[src/rtl/inst_queue_pkg.sv]
// inst_queue_pkg
// Shared definitions for the multi-lane instruction queue and any block that
// reuses its lane packing (e.g. the reservation-station write path).
//   FLD_*        field index of type/dest/src1/src0 inside one instruction;
//                field k occupies bits [(k+1)*IPW-1 -: IPW]
//   MAX_LANES    widest lane vector the helper functions accept
//   f_popcount   number of set bits in a lane vector
//   f_is_thermo  1 when the set bits form a contiguous run starting at bit 0
package inst_queue_pkg;

    localparam int FLD_TYPE  = 3;
    localparam int FLD_DEST  = 2;
    localparam int FLD_SRC1  = 1;
    localparam int FLD_SRC0  = 0;
    localparam int MAX_LANES = 4;

    function automatic logic [2:0] f_popcount(input logic [MAX_LANES-1:0] v);
        logic [2:0] n;
        n = '0;
        for (int i = 0; i < MAX_LANES; i++) begin
            n = n + {2'b00, v[i]};
        end
        return n;
    endfunction

    function automatic logic f_is_thermo(input logic [MAX_LANES-1:0] v);
        logic ok;
        ok = 1'b1;
        for (int i = 1; i < MAX_LANES; i++) begin
            if (v[i] && !v[i-1]) begin
                ok = 1'b0;
            end
        end
        return ok;
    endfunction

endpackage

[src/rtl/inst_queue_mp_if.sv]
// inst_queue_mp_if
// Fetch-side / IDU-side bus of the multi-lane instruction queue.
//   flush      master->slave  drop all entries
//   wr_inst    master->slave  NUM_LANES instructions, lane i at [i*IW +: IW]
//   wr_val     master->slave  per-lane write valid
//   wr_rdy     slave->master  queue can take a full NUM_LANES write
//   rd_fetch   master->slave  per-lane pop request (thermometer from lane 0)
//   rd_valid   slave->master  lane i holds a valid instruction
//   rd_type/rd_dest/rd_src1/rd_src0  slave->master  per-lane fields
//   count      slave->master  occupancy 0..QUEUE_DEPTH
// Parameters must match those of the inst_queue_mp instance it connects to.
interface inst_queue_mp_if #(
    parameter int INS_PART_WID = 4,
    parameter int NUM_LANES    = 2,
    parameter int QUEUE_DEPTH  = 32
);
    localparam int INS_WID = 4 * INS_PART_WID;
    localparam int CNT_WID = $clog2(QUEUE_DEPTH) + 1;

    logic                              flush;
    logic [NUM_LANES*INS_WID-1:0]      wr_inst;
    logic [NUM_LANES-1:0]              wr_val;
    logic                              wr_rdy;
    logic [NUM_LANES-1:0]              rd_fetch;
    logic [NUM_LANES-1:0]              rd_valid;
    logic [NUM_LANES*INS_PART_WID-1:0] rd_type;
    logic [NUM_LANES*INS_PART_WID-1:0] rd_dest;
    logic [NUM_LANES*INS_PART_WID-1:0] rd_src1;
    logic [NUM_LANES*INS_PART_WID-1:0] rd_src0;
    logic [CNT_WID-1:0]                count;

    modport master (
        output flush, wr_inst, wr_val, rd_fetch,
        input  wr_rdy, rd_valid, rd_type, rd_dest, rd_src1, rd_src0, count
    );

    modport slave (
        input  flush, wr_inst, wr_val, rd_fetch,
        output wr_rdy, rd_valid, rd_type, rd_dest, rd_src1, rd_src0, count
    );

endinterface

[src/rtl/inst_lane_pack.sv]
// inst_lane_pack
// Combinational compaction of a sparse multi-lane write into a dense vector:
// valid lanes are moved, in lane order, to the lowest packed positions.
//   wr_inst      in   NUM_LANES*INS_WID  raw lanes
//   wr_val       in   NUM_LANES          per-lane valid
//   pack_inst    out  NUM_LANES*INS_WID  dense lanes; unused positions are 0
//   nwr          out  3                  number of valid lanes
module inst_lane_pack
    import inst_queue_pkg::*;
#(
    parameter int INS_WID   = 16,
    parameter int NUM_LANES = 2
) (
    input  logic [NUM_LANES*INS_WID-1:0] wr_inst,
    input  logic [NUM_LANES-1:0]         wr_val,
    output logic [NUM_LANES*INS_WID-1:0] pack_inst,
    output logic [2:0]                   nwr
);

    logic [2:0] slot;

    always_comb begin
        pack_inst = '0;
        slot      = '0;
        for (int i = 0; i < NUM_LANES; i++) begin
            if (wr_val[i]) begin
                pack_inst[slot*INS_WID +: INS_WID] = wr_inst[i*INS_WID +: INS_WID];
                slot = slot + 3'd1;
            end
        end
    end

    assign nwr = f_popcount(MAX_LANES'(wr_val));

endmodule

[src/rtl/inst_queue_mp.sv]
// inst_queue_mp
// Multi-lane FIFO between fetch and the IDU. Lane 0 is always the oldest
// instruction. Writes are all-or-nothing, reads are first-word-fall-through.
//   clk   in  rising-edge clock
//   rst   in  synchronous active-high reset (priority over flush)
//   bus   slave modport of inst_queue_mp_if (write lanes, read lanes, count)
module inst_queue_mp
    import inst_queue_pkg::*;
#(
    parameter int INS_PART_WID = 4,
    parameter int QUEUE_DEPTH  = 32,
    parameter int NUM_LANES    = 2
) (
    input  logic           clk,
    input  logic           rst,
    inst_queue_mp_if.slave bus
);

    localparam int PTR_WIDTH = $clog2(QUEUE_DEPTH);
    localparam int INS_WID   = 4 * INS_PART_WID;
    localparam int CNT_WID   = PTR_WIDTH + 1;

    logic [PTR_WIDTH-1:0]             wr_ptr;
    logic [PTR_WIDTH-1:0]             rd_ptr;
    logic [CNT_WID-1:0]               count_q;
    logic [INS_WID-1:0]               mem [QUEUE_DEPTH];

    logic [NUM_LANES*INS_WID-1:0]     pack_inst;
    logic [2:0]                       nwr_raw;
    logic [2:0]                       nwr;
    logic [2:0]                       nrd;
    logic                             wr_rdy;

    logic [NUM_LANES-1:0]             rd_valid;
    logic [NUM_LANES*INS_PART_WID-1:0] rd_type;
    logic [NUM_LANES*INS_PART_WID-1:0] rd_dest;
    logic [NUM_LANES*INS_PART_WID-1:0] rd_src1;
    logic [NUM_LANES*INS_PART_WID-1:0] rd_src0;
    logic [PTR_WIDTH-1:0]             rd_addr;
    logic [INS_WID-1:0]               entry;
    logic                             run;

    inst_lane_pack #(
        .INS_WID   (INS_WID),
        .NUM_LANES (NUM_LANES)
    ) u_lane_pack (
        .wr_inst   (bus.wr_inst),
        .wr_val    (bus.wr_val),
        .pack_inst (pack_inst),
        .nwr       (nwr_raw)
    );

    // Registered count only: no combinational path from rd_fetch to wr_rdy.
    assign wr_rdy = (CNT_WID'(QUEUE_DEPTH) - count_q) >= CNT_WID'(NUM_LANES);
    assign nwr    = wr_rdy ? nwr_raw : 3'd0;

    // Read side. nrd counts only the contiguous run of fetched, valid lanes
    // from lane 0, so a gap in rd_fetch stops the pop at the gap.
    always_comb begin
        rd_valid = '0;
        rd_type  = '0;
        rd_dest  = '0;
        rd_src1  = '0;
        rd_src0  = '0;
        rd_addr  = '0;
        entry    = '0;
        nrd      = '0;
        run      = 1'b1;
        for (int i = 0; i < NUM_LANES; i++) begin
            rd_valid[i] = count_q > CNT_WID'(i);
            run         = run & bus.rd_fetch[i] & rd_valid[i];
            if (run) begin
                nrd = nrd + 3'd1;
            end
            rd_addr = rd_ptr + PTR_WIDTH'(i);
            if (rd_valid[i]) begin
                entry = mem[rd_addr];
                rd_type[i*INS_PART_WID +: INS_PART_WID] = entry[FLD_TYPE*INS_PART_WID +: INS_PART_WID];
                rd_dest[i*INS_PART_WID +: INS_PART_WID] = entry[FLD_DEST*INS_PART_WID +: INS_PART_WID];
                rd_src1[i*INS_PART_WID +: INS_PART_WID] = entry[FLD_SRC1*INS_PART_WID +: INS_PART_WID];
                rd_src0[i*INS_PART_WID +: INS_PART_WID] = entry[FLD_SRC0*INS_PART_WID +: INS_PART_WID];
            end
        end
    end

    always_ff @(posedge clk) begin
        if (rst) begin
            wr_ptr  <= '0;
            rd_ptr  <= '0;
            count_q <= '0;
        end else if (bus.flush) begin
            wr_ptr  <= '0;
            rd_ptr  <= '0;
            count_q <= '0;
        end else begin
            wr_ptr  <= wr_ptr + PTR_WIDTH'(nwr);
            rd_ptr  <= rd_ptr + PTR_WIDTH'(nrd);
            count_q <= count_q + CNT_WID'(nwr) - CNT_WID'(nrd);
        end
    end

    // Storage is not reset; pointer arithmetic wraps naturally at QUEUE_DEPTH.
    always_ff @(posedge clk) begin
        if (!rst && !bus.flush) begin
            for (int i = 0; i < NUM_LANES; i++) begin
                if (3'(i) < nwr) begin
                    mem[wr_ptr + PTR_WIDTH'(i)] <= pack_inst[i*INS_WID +: INS_WID];
                end
            end
        end
    end

    assign bus.wr_rdy   = wr_rdy;
    assign bus.rd_valid = rd_valid;
    assign bus.rd_type  = rd_type;
    assign bus.rd_dest  = rd_dest;
    assign bus.rd_src1  = rd_src1;
    assign bus.rd_src0  = rd_src0;
    assign bus.count    = count_q;

`ifndef SYNTHESIS
    always @(posedge clk) begin
        if (!rst) begin
            a_count_max : assert (count_q <= CNT_WID'(QUEUE_DEPTH));
            a_no_wr_full: assert (wr_rdy || nwr == 3'd0);
            a_thermo    : assert (f_is_thermo(MAX_LANES'(bus.rd_fetch)));
        end
    end
`endif

endmodule

[src/flat_wrapper.sv]
// flat-port wrapper written by rule: the top's interface ports become plain ports
module inst_queue_mp_flat import inst_queue_pkg::*;
#(
    parameter int INS_PART_WID = 4,
    parameter int QUEUE_DEPTH  = 32,
    parameter int NUM_LANES    = 2
)
  (clk, rst, bus_flush, bus_wr_inst, bus_wr_val, bus_rd_fetch, bus_wr_rdy, bus_rd_valid, bus_rd_type, bus_rd_dest, bus_rd_src1, bus_rd_src0, bus_count);
  inst_queue_mp_if #(.INS_PART_WID(INS_PART_WID), .NUM_LANES(NUM_LANES), .QUEUE_DEPTH(QUEUE_DEPTH)) bus_i ();
  input  logic clk;
  input  logic rst;
  input wire logic [$bits(bus_i.flush)-1:0] bus_flush;
  input wire logic [$bits(bus_i.wr_inst)-1:0] bus_wr_inst;
  input wire logic [$bits(bus_i.wr_val)-1:0] bus_wr_val;
  input wire logic [$bits(bus_i.rd_fetch)-1:0] bus_rd_fetch;
  output wire logic [$bits(bus_i.wr_rdy)-1:0] bus_wr_rdy;
  output wire logic [$bits(bus_i.rd_valid)-1:0] bus_rd_valid;
  output wire logic [$bits(bus_i.rd_type)-1:0] bus_rd_type;
  output wire logic [$bits(bus_i.rd_dest)-1:0] bus_rd_dest;
  output wire logic [$bits(bus_i.rd_src1)-1:0] bus_rd_src1;
  output wire logic [$bits(bus_i.rd_src0)-1:0] bus_rd_src0;
  output wire logic [$bits(bus_i.count)-1:0] bus_count;
  assign bus_i.flush = bus_flush;
  assign bus_i.wr_inst = bus_wr_inst;
  assign bus_i.wr_val = bus_wr_val;
  assign bus_i.rd_fetch = bus_rd_fetch;
  assign bus_wr_rdy = bus_i.wr_rdy;
  assign bus_rd_valid = bus_i.rd_valid;
  assign bus_rd_type = bus_i.rd_type;
  assign bus_rd_dest = bus_i.rd_dest;
  assign bus_rd_src1 = bus_i.rd_src1;
  assign bus_rd_src0 = bus_i.rd_src0;
  assign bus_count = bus_i.count;
  inst_queue_mp #(.INS_PART_WID(INS_PART_WID), .QUEUE_DEPTH(QUEUE_DEPTH), .NUM_LANES(NUM_LANES)) u_core (.clk(clk), .rst(rst), .bus(bus_i));
endmodule
[config.mk]
export PLATFORM = sky130hd
export DESIGN_NAME = inst_queue_mp_flat
export DESIGN_NICKNAME = d
export VERILOG_FILES = /design/src/rtl/inst_queue_pkg.sv /design/src/rtl/inst_queue_mp_if.sv /design/src/rtl/inst_lane_pack.sv /design/src/rtl/inst_queue_mp.sv /design/src/flat_wrapper.sv
export SDC_FILE = /design/constraint.sdc
export NUM_CORES = 1
export LEC_CHECK = 0
export CORE_AREA = 10 10 295 297
export CTS_BUF_LIST = sky130_fd_sc_hd__clkbuf_8
export CTS_CLUSTER_SIZE = 20
export DETAILED_ROUTE_END_ITERATION = 10
export DIE_AREA = 0 0 305 307
export GPL_ROUTABILITY_DRIVEN = 0
export MAX_ROUTING_LAYER = met4
export PLACE_DENSITY = 0.66
export SLEW_MARGIN = 20
export SYNTH_ARGS = -nofsm -noshare
export SYNTH_HDL_FRONTEND = slang
export SYNTH_SLANG_ARGS = --single-unit
export TNS_END_PERCENT = 100
[constraint.sdc]
create_clock -name clk -period 16.2 [get_ports clk]
set_clock_uncertainty 0.2 [all_clocks]
set_input_delay 3.24 -clock clk [delete_from_list [all_inputs] [get_ports clk]]
set_output_delay 3.24 -clock clk [all_outputs]
set_load 0.02 [all_outputs]
==> metrics.md <==
| Metric | Value |
|---|---|
| Status | `completed` |
| CP max stage cell | `buf_4` |
| Post-synth top area share | `47.9%` |
| CORE AREA | `0.0813 sq mm` |
| Crit. path cell count | `7` |
| Largest net degree at the start of global routing | `118` |
| CP max stage delay | `0.87 ns` |
| Area contributors post-synth | `edfxtp_1 (48%), mux4_2 (19%), mux2i_1 (18%)` |
| CTS Buffer Depth | `3` |
| Reg2reg end | `u_core.bus.count[5]` |
| RSZ-0062 raised after global routing | `false` |
| Layout Nets | `2147` |
| Die H | `307 microns` |
| Least-Margin Pin Slew | `1.21 ns` |
| Antenna violations before repair | `2` |
| Reg2reg setup slack | `11.34 ns` |
| Synth Net Count | `2152` |
| DRT antenna net count | `0` |
| CTS resizes | `0` |
| Maximum vdd drop | `138 uV` |
| Crit path from | `u_core.rd_ptr[0]` |
| Pwr dens | `119 mW/mm^2` |
| Post-Place Cell Area | `0.0339 sq mm` |
| Buf/Inv on CP | `4` |
| Synth Warn # | `0` |
| Pre-antenna DRT Iters | `5` |
| Clk sinks | `528` |
| Post-layout min period | `9.29 ns` |
| Worst-path cell chain | `buf_12, buf_4, buf_4, mux4_2, mux4_2, o2111a_1, clkdlybuf4s50_1` |
| First-pass GRT wire length | `147 mm` |
| Vias per Instance | `6.44` |
| Final Max Slew Viols | `0` |
| Grt total ovfl | `0` |
| Netlist Area Pre-Place | `0.0321 sq mm` |
| Top Ports | `80` |
| TritonCTS clock tree | `done` |
| Async SR Flop Fraction | `0%` |
| Share of cells above drive strength 1 | `26.5%` |
| DR iter-0 viols | `2298` |
| FF-to-FF Start | `u_core.bus.count[3]` |
| Max-Cap Viols | `0` |
| Mapped Cells | `2089` |
| Final Hold Vio Count | `0` |
| Vias in the first global route | `21.3k` |
| Final setup violation count | `0` |
| P_leak | `11.8 nW` |
| CP endpoint | `bus_rd_dest[6]` |
| Seq/Total Area, Yosys | `48.9%` |
| Routed WL | `102 mm` |
| H-tree Lvls | `3` |
| PortBufs | `79` |
| CP startpoint kind | `flop` |
| DRC viols | `0` |
| Pwr Total | `0.00424 W` |
| Die area | `0.0936 sq mm` |
| Worst r2r path cells | `16` |
| Finished layout cell area | `0.0355 sq mm` |
| Kind of critical path | `flop to output pin` |
| Cts-stage hold buffer count | `0` |
| Via count | `20.7k` |
| Final core utilization | `43.7%` |
| Yosys top cell by area | `edfxtp_1` |
| Max Clk Rate | `108 MHz` |
| CTS buffer count | `88` |
| Fin Hold WS | `0.578 ns` |
| HPWL after detailed placement | `60.5 mm` |
| Worst Path Arrival | `5.85 ns` |
| Avg Inst Size Synth | `15.4 sq um` |
| Worst path top cell family by delay | `buffers and inverters` |
| Die X | `305 microns` |
| Primary FF master, synth | `edfxtp_1` |
| Worst min-delay path class | `flop to flop` |
| Root buf cell | `clkbuf_8` |
| Post-synth EDFFs | `512` |
| CP Max Fanout | `117` |
| Initial core utilization | `39.5%` |
| Rows | `105` |
| Critical Path RT | `12.76 ns` |
| Final worst-path cycle share | `57.3%` |
| Total GRT Usage | `21.8%` |
| Clock slew at reported path FFs | `0.06 ns` |
| Synth Register Bits | `528` |
| Setup_tns | `0 ns` |
| Yosys cell types | `63` |
| Postcts setup bufs | `0` |
| Clock latency at the later pin of the worst-skew pair | `0.68 ns` |
| WL/cell | `31.6 microns` |
| Crit path capture type | `output pin` |
| Relative slew margins | `19.4%` |
| Synthesis-to-finish area growth | `10.7%` |
[layer usage]
layer | track usage [%] | part of all wire, % | wire length (microns)
met1 | 25.5 | 37 | 37900
met3 | 4.03 | 8.6 | 8720
met2 | 35.2 | 48 | 49200
met4 | 12.1 | 5.7 | 5750
met5 | - | 0 | 0
[final cells by class]
type / count / area, sq um
inverter: 13 / 48.8
multi-input combinational: 1297 / 15400
fill: 7150 / 45800
clock inverter: 61 / 294
antenna: 2 / 5.00
sequential: 528 / 15700
tap: 1070 / 1340
timing repair buffer: 156 / 1440
clock buffer: 91 / 1250
[cell families after synthesis]
group | Yosys count | share of synthesized area [%]
buffers and inverters | 264 | 4.24
XOR/XNOR | 13 | 0.355
AND/OR/NAND/NOR | 258 | 3.83
AO/OA/AOI/OAI | 167 | 4.96
multiplexers | 835 | 36.7
flip-flops | 528 | 48.9
adder cells (fa/ha/maj) | 24 | 1.03
[how the worst min path moves through the flow]
stage                              from  slack [ns]                  end  cells past startpoint
floorplan              u_core.wr_ptr[0]        0.33     u_core.wr_ptr[0]                      2
global placement    u_core.bus.count[5]        0.52  u_core.bus.count[5]                      4
detailed placement     u_core.wr_ptr[3]        0.57     u_core.wr_ptr[3]                      2
CTS                 u_core.bus.count[5]        0.59  u_core.bus.count[5]                      4
global route           u_core.rd_ptr[4]        0.63     u_core.rd_ptr[4]                      3
finish              u_core.bus.count[5]        0.58  u_core.bus.count[5]                      4
[worst register-to-register path: stages (launching register included)]
cell      delay, ns
dfxtp_1        0.49
inv_1          0.14
ha_1           0.28
xnor2_1        0.15
o22ai_1        0.27
nand2_2        0.54
nor2_2         0.26
buf_4          0.38
inv_1          0.14
and2_1         0.24
fa_1           0.50
ha_1           0.31
a21o_1         0.18
a21oi_1        0.22
o21bai_1       0.10
a21oi_1        0.19
mux2i_1        0.19
[flip-flops by register name, summed over array words and instances, names as in the netlist]
| name | count |
|---|---|
| u_core.mem | 512 |
| u_core.bus.count | 6 |
| u_core.rd_ptr | 5 |
| u_core.wr_ptr | 5 |
[cells in the mapped netlist, types with 6 or more instances]
| library cell | number |
|---|---|
| a211oi_1 | 16 |
| o22ai_1 | 17 |
| buf_6 | 15 |
| dfxtp_1 | 16 |
| nand2b_1 | 6 |
| xnor2_1 | 9 |
| clkbuf_1 | 144 |
| buf_8 | 9 |
| ha_1 | 20 |
| a22oi_1 | 18 |
| mux4_2 | 272 |
| nand3_1 | 50 |
| nand2_1 | 103 |
| o22a_1 | 16 |
| buf_1 | 12 |
| edfxtp_1 | 512 |
| a21oi_1 | 32 |
| o2111a_1 | 16 |
| nor2_1 | 30 |
| inv_1 | 13 |
| o2111ai_4 | 6 |
| and2_1 | 27 |
| buf_2 | 49 |
| nor2b_1 | 10 |
| nor3_1 | 10 |
| buf_4 | 20 |
| a21oi_4 | 14 |
| o211ai_4 | 8 |
| mux2i_1 | 562 |
[report_power, final]
part           switching [W]  leakage (nW)  internal, W
Combinational       0.000914          6.13     0.000674
Sequential         0.0000317          4.78      0.00153
Clock               0.000558         0.902     0.000535
Total                0.00150          11.8      0.00273
[cells in the final DEF (no fill, tap or decap), types with 20 or more instances in the layout]
cell type and instances:
clkbuf_8 91, clkdlybuf4s50_1 79, edfxtp_1 512, a21oi_1 24, inv_1 43, buf_4 71
mux4_2 272, a21oi_4 20, mux2i_1 562, and2_1 26, nand3_1 50, nand2_1 87
[per-stage QoR]
| step | cells | worst slack (ns) |
|---|---|---|
| global placement | 3060 | 7.68 |
| CTS | 3212 | 6.86 |
| global route | 3218 | 6.59 |
| finish | 3218 | 6.91 |
| detailed placement | 3060 | 7.59 |
| floorplan | 2089 | 8.75 |
Note: power is estimated with default switching activity, not from simulation.
